`src/rtl/div16s8s_seq_pkg.sv`:
```
// Shared types and sizing for the sequential signed divider.
// Widths, the FSM state encoding and the step-counter width live here.
package div_pkg;

    localparam int DIVIDEND_W = 16;
    localparam int DIVISOR_W  = 8;
    localparam int CNT_W      = $clog2(DIVIDEND_W + 1);

    typedef enum logic [1:0] {
        IDLE = 2'd0,
        CALC = 2'd1,
        FIX  = 2'd2,
        DONE = 2'd3
    } state_t;

endpackage : div_pkg

```
`src/rtl/div16s8s_seq_if.sv`:
```
// Operand/result handshake bundle for div16s8s_seq.
// The master drives operands and out_ready; the slave is the divider.
interface div16s8s_seq_if;

    logic                            in_valid;
    logic                            in_ready;
    logic [div_pkg::DIVIDEND_W-1:0]  A;
    logic [div_pkg::DIVISOR_W-1:0]   B;
    logic                            out_valid;
    logic                            out_ready;
    logic [div_pkg::DIVIDEND_W-1:0]  Q;
    logic [div_pkg::DIVISOR_W-1:0]   R;
    logic                            dbz;
    logic                            ovf;

    modport master (
        output in_valid, A, B, out_ready,
        input  in_ready, out_valid, Q, R, dbz, ovf
    );

    modport slave (
        input  in_valid, A, B, out_ready,
        output in_ready, out_valid, Q, R, dbz, ovf
    );

endinterface : div16s8s_seq_if

```
`src/rtl/div16s8s_seq_restore_step.sv`:
```
// One radix-2 restoring step on unsigned magnitudes: shift in the next
// dividend bit, trial-subtract the divisor, restore if it went negative.
module div_restore_step #(
    parameter int W = 8
) (
    input  logic [W:0]   i_prem,
    input  logic         i_bit,
    input  logic [W-1:0] i_bmag,
    output logic [W:0]   o_prem,
    output logic         o_qbit
);

    logic [W+1:0] w_shift;
    logic [W:0]   w_diff;

    assign w_shift = {i_prem, i_bit};
    assign o_qbit  = (w_shift >= {2'b00, i_bmag});
    assign w_diff  = w_shift[W:0] - {1'b0, i_bmag};
    assign o_prem  = o_qbit ? w_diff : w_shift[W:0];

endmodule : div_restore_step

```
`src/rtl/div16s8s_seq.sv`:
```
// Sequential truncating signed divider, 16b / 8b, one quotient bit per clock.
// Works on magnitudes and re-applies the signs in a single fix-up cycle.
module div16s8s_seq
    import div_pkg::*;
(
    input  logic                 clock,
    input  logic                 rst_n,
    div16s8s_seq_if.slave        bus
);

    localparam logic [CNT_W-1:0] LAST_STEP = CNT_W'(DIVIDEND_W - 1);

    state_t                 r_state;
    logic                   r_in_ready;
    logic                   r_out_valid;
    logic                   r_sign_a;
    logic                   r_sign_b;
    logic                   r_ovf_pend;
    logic [DIVIDEND_W-1:0]  r_dvd;
    logic [DIVISOR_W:0]     r_prem;
    logic [DIVISOR_W-1:0]   r_bmag;
    logic [CNT_W-1:0]       r_count;
    logic [DIVIDEND_W-1:0]  r_q;
    logic [DIVISOR_W-1:0]   r_r;
    logic                   r_dbz;
    logic                   r_ovf;

    logic [DIVIDEND_W-1:0]  w_amag;
    logic [DIVISOR_W-1:0]   w_bmag;
    logic                   w_b_zero;
    logic [DIVISOR_W:0]     w_prem_nxt;
    logic                   w_qbit;

    // Magnitudes stay unsigned so |-32768| and |-128| fit without a sign bit.
    assign w_amag   = bus.A[DIVIDEND_W-1] ? -bus.A : bus.A;
    assign w_bmag   = bus.B[DIVISOR_W-1]  ? -bus.B : bus.B;
    assign w_b_zero = (bus.B == '0);

    div_restore_step #(.W(DIVISOR_W)) u_step (
        .i_prem (r_prem),
        .i_bit  (r_dvd[DIVIDEND_W-1]),
        .i_bmag (r_bmag),
        .o_prem (w_prem_nxt),
        .o_qbit (w_qbit)
    );

    // NOTE: datapath registers are reset too, so Q/R read zero during reset.
    always_ff @(posedge clock or negedge rst_n) begin
        if (!rst_n) begin
            r_state     <= IDLE;
            r_in_ready  <= 1'b1;
            r_out_valid <= 1'b0;
            r_sign_a    <= 1'b0;
            r_sign_b    <= 1'b0;
            r_ovf_pend  <= 1'b0;
            r_dvd       <= '0;
            r_prem      <= '0;
            r_bmag      <= '0;
            r_count     <= '0;
            r_q         <= '0;
            r_r         <= '0;
            r_dbz       <= 1'b0;
            r_ovf       <= 1'b0;
        end else begin
            // NOTE: non-blocking everywhere here; every read sees pre-edge state.
            case (r_state)
                IDLE: begin
                    if (bus.in_valid) begin
                        r_sign_a   <= bus.A[DIVIDEND_W-1];
                        r_sign_b   <= bus.B[DIVISOR_W-1];
                        r_dvd      <= w_amag;
                        r_bmag     <= w_bmag;
                        r_prem     <= '0;
                        r_count    <= '0;
                        r_ovf_pend <= (bus.A == {1'b1, {(DIVIDEND_W-1){1'b0}}}) &&
                                      (bus.B == '1);
                        r_in_ready <= 1'b0;
                        r_dbz      <= w_b_zero;
                        r_ovf      <= 1'b0;
                        if (w_b_zero) begin
                            r_q     <= '0;
                            r_r     <= bus.A[DIVISOR_W-1:0];
                            r_state <= DONE;
                        end else begin
                            r_state <= CALC;
                        end
                    end
                end
                CALC: begin
                    r_prem  <= w_prem_nxt;
                    r_dvd   <= {r_dvd[DIVIDEND_W-2:0], w_qbit};
                    r_count <= r_count + 1'b1;
                    if (r_count == LAST_STEP) r_state <= FIX;
                end
                FIX: begin
                    r_q         <= (r_sign_a ^ r_sign_b) ? -r_dvd : r_dvd;
                    r_r         <= r_sign_a ? -r_prem[DIVISOR_W-1:0]
                                            : r_prem[DIVISOR_W-1:0];
                    r_ovf       <= r_ovf_pend;
                    r_out_valid <= 1'b1;
                    r_state     <= DONE;
                end
                DONE: begin
                    // The divide-by-zero path arrives here with out_valid still low.
                    if (!r_out_valid) begin
                        r_out_valid <= 1'b1;
                    end else if (bus.out_ready) begin
                        r_out_valid <= 1'b0;
                        r_in_ready  <= 1'b1;
                        r_state     <= IDLE;
                    end
                end
                default: r_state <= IDLE;
            endcase
        end
    end

    assign bus.in_ready  = r_in_ready;
    assign bus.out_valid = r_out_valid;
    assign bus.Q         = r_q;
    assign bus.R         = r_r;
    assign bus.dbz       = r_dbz;
    assign bus.ovf       = r_ovf;

endmodule : div16s8s_seq
```
`src/flat_wrapper.sv`:
```
// flat-port wrapper written by rule: the top's interface ports become plain ports
module div16s8s_seq_flat import div_pkg::*;
  (clock, rst_n, bus_in_valid, bus_A, bus_B, bus_out_ready, bus_in_ready, bus_out_valid, bus_Q, bus_R, bus_dbz, bus_ovf);
  div16s8s_seq_if bus_i ();
  input  logic clock;
  input  logic rst_n;
  input wire logic [$bits(bus_i.in_valid)-1:0] bus_in_valid;
  input wire logic [$bits(bus_i.A)-1:0] bus_A;
  input wire logic [$bits(bus_i.B)-1:0] bus_B;
  input wire logic [$bits(bus_i.out_ready)-1:0] bus_out_ready;
  output wire logic [$bits(bus_i.in_ready)-1:0] bus_in_ready;
  output wire logic [$bits(bus_i.out_valid)-1:0] bus_out_valid;
  output wire logic [$bits(bus_i.Q)-1:0] bus_Q;
  output wire logic [$bits(bus_i.R)-1:0] bus_R;
  output wire logic [$bits(bus_i.dbz)-1:0] bus_dbz;
  output wire logic [$bits(bus_i.ovf)-1:0] bus_ovf;
  assign bus_i.in_valid = bus_in_valid;
  assign bus_i.A = bus_A;
  assign bus_i.B = bus_B;
  assign bus_i.out_ready = bus_out_ready;
  assign bus_in_ready = bus_i.in_ready;
  assign bus_out_valid = bus_i.out_valid;
  assign bus_Q = bus_i.Q;
  assign bus_R = bus_i.R;
  assign bus_dbz = bus_i.dbz;
  assign bus_ovf = bus_i.ovf;
  div16s8s_seq u_core (.clock(clock), .rst_n(rst_n), .bus(bus_i));
endmodule
```
`config.mk`:
```
export PLATFORM = sky130hd
export DESIGN_NAME = div16s8s_seq_flat
export DESIGN_NICKNAME = d
export VERILOG_FILES = /design/src/rtl/div16s8s_seq_pkg.sv /design/src/rtl/div16s8s_seq_if.sv /design/src/rtl/div16s8s_seq_restore_step.sv /design/src/rtl/div16s8s_seq.sv /design/src/flat_wrapper.sv
export SDC_FILE = /design/constraint.sdc
export NUM_CORES = 1
export LEC_CHECK = 0
export CORE_ASPECT_RATIO = 1.1
export CORE_MARGIN = 2
export CORE_UTILIZATION = 44
export DETAILED_ROUTE_END_ITERATION = 7
export GPL_TIMING_DRIVEN = 0
export PLACE_DENSITY = 0.72
export SKIP_CTS_REPAIR_TIMING = 1
export SLEW_MARGIN = 25
export SYNTH_ARGS = -nofsm -noshare
export SYNTH_HDL_FRONTEND = slang
export SYNTH_SLANG_ARGS = --single-unit
```
`constraint.sdc`:
```
create_clock -name clock -period 3.6 [get_ports clock]
set_clock_uncertainty 0.15 [all_clocks]
set_input_delay 0.72 -clock clock [delete_from_list [all_inputs] [get_ports clock]]
set_output_delay 0.72 -clock clock [all_outputs]
set_load 0.005 [all_outputs]
```
==> qor.txt <==
Fin nets - 624
Switching share of total power - 0.444
Total congestion overflow - 0
Hold Worst Slack - 0.119 ns
WL/cell - 16.7 um
FF-to-FF End - u_core.r_prem[1]$_DFFE_PN0P_
Post-route clock period utilization - 0.823
Sequential group share of total power - 0.296
Synth unique cells - 59
Antenna viol nets, final - 0
Hold Path Class - in -> async
Synth Area per Inst - 8.75 um^2
Mapped Area - 4470 um^2
Async set-or-reset flop fraction in the synthesized netlist - 1.00
Syn-to-layout area delta - 20.5%
Number of diodes - 0
Vias - 4,060
TritonCTS clock tree - done
Row cnt - 38
Leak Pwr - 0.00228 uW
Max-cap violation count - 0
Highest attainable clock frequency - 337 MHz
PwrDens - 923 nW/um^2
Startpoint types - flip-flop
FF-to-FF path depth - 11
Worst-path clk slew - 0.08 ns
HPWL Detailed - 8950 um
Gr usage total - 0.222
CTS buffer count - 9
Core area - 9890 um^2
Post-synth EDFFs - 0
Fill count - 894
Setup violations, final - 0
Top FF cell, synth - dfrtp_1
Most frequent cells in the layout - 71 x nand2_1, 71 x o21ai_0, 70 x dfrtp_1
CTS Root Cell - clkbuf_8
CP Capture Type - flip-flop
Crit path arrival time - 3.02 ns
Final TNS setup - 0 ns
Minimum clock period - 2.96 ns
Initial core utilization - 0.452
Storage cell area - 1780 um^2
RSZ-0062 raised after global routing - no
Vias per cell - 5.80
Final setup margin - 0.636 ns
Run status - complete, no violations
Fin. Hold Viols - 0
Psw - 2210 uW
DRT iter0 DRCs - 270
Area of the multi-input gates - 2470 um^2
Worst Max-Slew Pin Slew - 0.669 ns
Post-synthesis sequential area ratio - 0.397
Clk Latency, worst-skew pair - 0.35 ns
Global-route wire length before repair - 19,400 um
PortBufs - 53
H-Tree Depth - 3
Mapped Cells - 511
Synth Register Bits - 71
Width of the chip - 100 um
Vias in the first global route - 4,027
CP max FO - 10
Final non-filler cell total - 700
# placed instances - 685
Syn Nets - 559
R2R Setup Slk - 0.64 ns
Ys Warns - 0
Relative slew slack - 0.550
Setup CP Type - reg -> reg
Clk sink count - 71
Maximum vdd drop - 0.000312 V
GP Congestion - 0.850
Worst reg2reg startpoint - u_core.r_dvd[15]$_DFFE_PN0P_
Logic pwr share - 0.565
Initial antenna violation count - 0
Detailed Routing Iterations Pass 1 - 5
Clock Path Buffers - 2
Wirelength, routed - 11,700 um
Die Y - 110 um
Place WS - 0.325 ns
I/O Pins - 56
Die area - 11,000 um^2
Largest net degree at the start of global routing - 49
Clock Power Share - 0.140
Internal power - 2760 uW
Layout cell share with drive strength beyond 1 - 0.0534
Slew Limit Fails - 0
Crit path required time - 3.65 ns
DRC violations left - 0
[cells in the mapped netlist (4+ instances only)]
library cell / instances / area share
nor2_1: 18 / 0.015
nor2b_1: 4 / 0.0056
nand2b_1: 4 / 0.0056
clkbuf_1: 26 / 0.022
inv_1: 29 / 0.024
a31oi_1: 4 / 0.0056
or4_1: 5 / 0.0084
o31ai_1: 12 / 0.020
dfrtp_1: 70 / 0.39
nand3_1: 8 / 0.0090
nor3_1: 10 / 0.011
mux2i_1: 18 / 0.040
nand2_1: 71 / 0.060
o21ai_0: 71 / 0.079
xor2_1: 19 / 0.037
ha_1: 19 / 0.053
a21oi_1: 24 / 0.027
or3_1: 4 / 0.0056
o41ai_1: 6 / 0.012
a211oi_1: 5 / 0.0084
xnor2_1: 25 / 0.049
o22ai_1: 5 / 0.0070
[worst max path at each step]
| stage | startpoint | end |
|---|---|---|
| after floorplan | u_core.r_dvd[15]$_DFFE_PN0P_ | u_core.r_prem[1]$_DFFE_PN0P_ |
| after global placement | rst_n | u_core.bus.out_valid$_DFFE_PN0P_ |
| after detailed placement | bus_B[3] | u_core.bus.Q[9]$_DFFE_PN0P_ |
| after CTS | u_core.r_dvd[15]$_DFFE_PN0P_ | u_core.r_prem[1]$_DFFE_PN0P_ |
| after global routing | u_core.r_dvd[15]$_DFFE_PN0P_ | u_core.r_prem[1]$_DFFE_PN0P_ |
| final | u_core.r_dvd[15]$_DFFE_PN0P_ | u_core.r_prem[1]$_DFFE_PN0P_ |
[worst max-delay path: stages, from the launching register on]
cell and delay [ns]:
dfrtp_1 0.44, inv_1 0.10, ha_1 0.16, inv_1 0.06, fa_1 0.40, a21o_1 0.19, a211oi_1 0.32, o21ba_2 0.17
clkbuf_1 0.23, buf_2 0.30, mux2i_1 0.22, o22ai_1 0.08
[registers in the layout, summed over array words and instances (netlist names), 2 cells and up]
register and flops:
u_core.r_dvd 16, u_core.r_prem 9, u_core.r_count 5, u_core.r_bmag 8, u_core.bus.Q 16, u_core.r_state 2, u_core.bus.R 8
[through the flow]
step	cell area, um^2	power [uW]	util
final	5390	4970	0.545
after global routing	5390	5390	0.545
after CTS	5390	4960	0.545
after detailed placement	5180	4250	0.524
after global placement	5150	4140	0.521
after floorplan	4470	3360	-
[power by group through the flow]
stage	clock, uW	combinational (uW)	sequential, uW
after floorplan	0	1970	1400
after global placement	0	2690	1460
after detailed placement	0	2780	1470
after CTS	700	2790	1460
after global routing	731	3140	1520
final	694	2810	1470
[routing by layer]
layer / global-route usage / part of all wire / routed length (um) / up-vias
met5: 0 / 0 / 0 / -
met4: 0.106 / 0.033 / 388 / 0
met3: 0.0305 / 0.044 / 513 / 30
met2: 0.389 / 0.49 / 5700 / 139
met1: 0.269 / 0.43 / 5050 / 1943
li1: - / - / - / 1948
[cells by family (layout without fill, tap and decap cells)]
family,Yosys count,count (layout),share of synthesized area
AO/OA/AOI/OAI,150,150,0.202
XOR/XNOR,44,44,0.0862
adder cells (fa/ha/maj),20,20,0.0576
buffers and inverters,58,127,0.0492
flip-flops,71,71,0.397
multiplexers,20,20,0.0453
AND/OR/NAND/NOR,148,148,0.162
[cell type report]
class / count / area share
sequential: 71 / 0.330
tap: 120 / 0.0279
clock buffer: 9 / 0.0230
inverter: 29 / 0.0202
multi-input combinational: 382 / 0.459
clock inverter: 6 / 0.0160
buffer: 29 / 0.0207
timing repair buffer: 54 / 0.103
(Power assumes the default switching activity.)
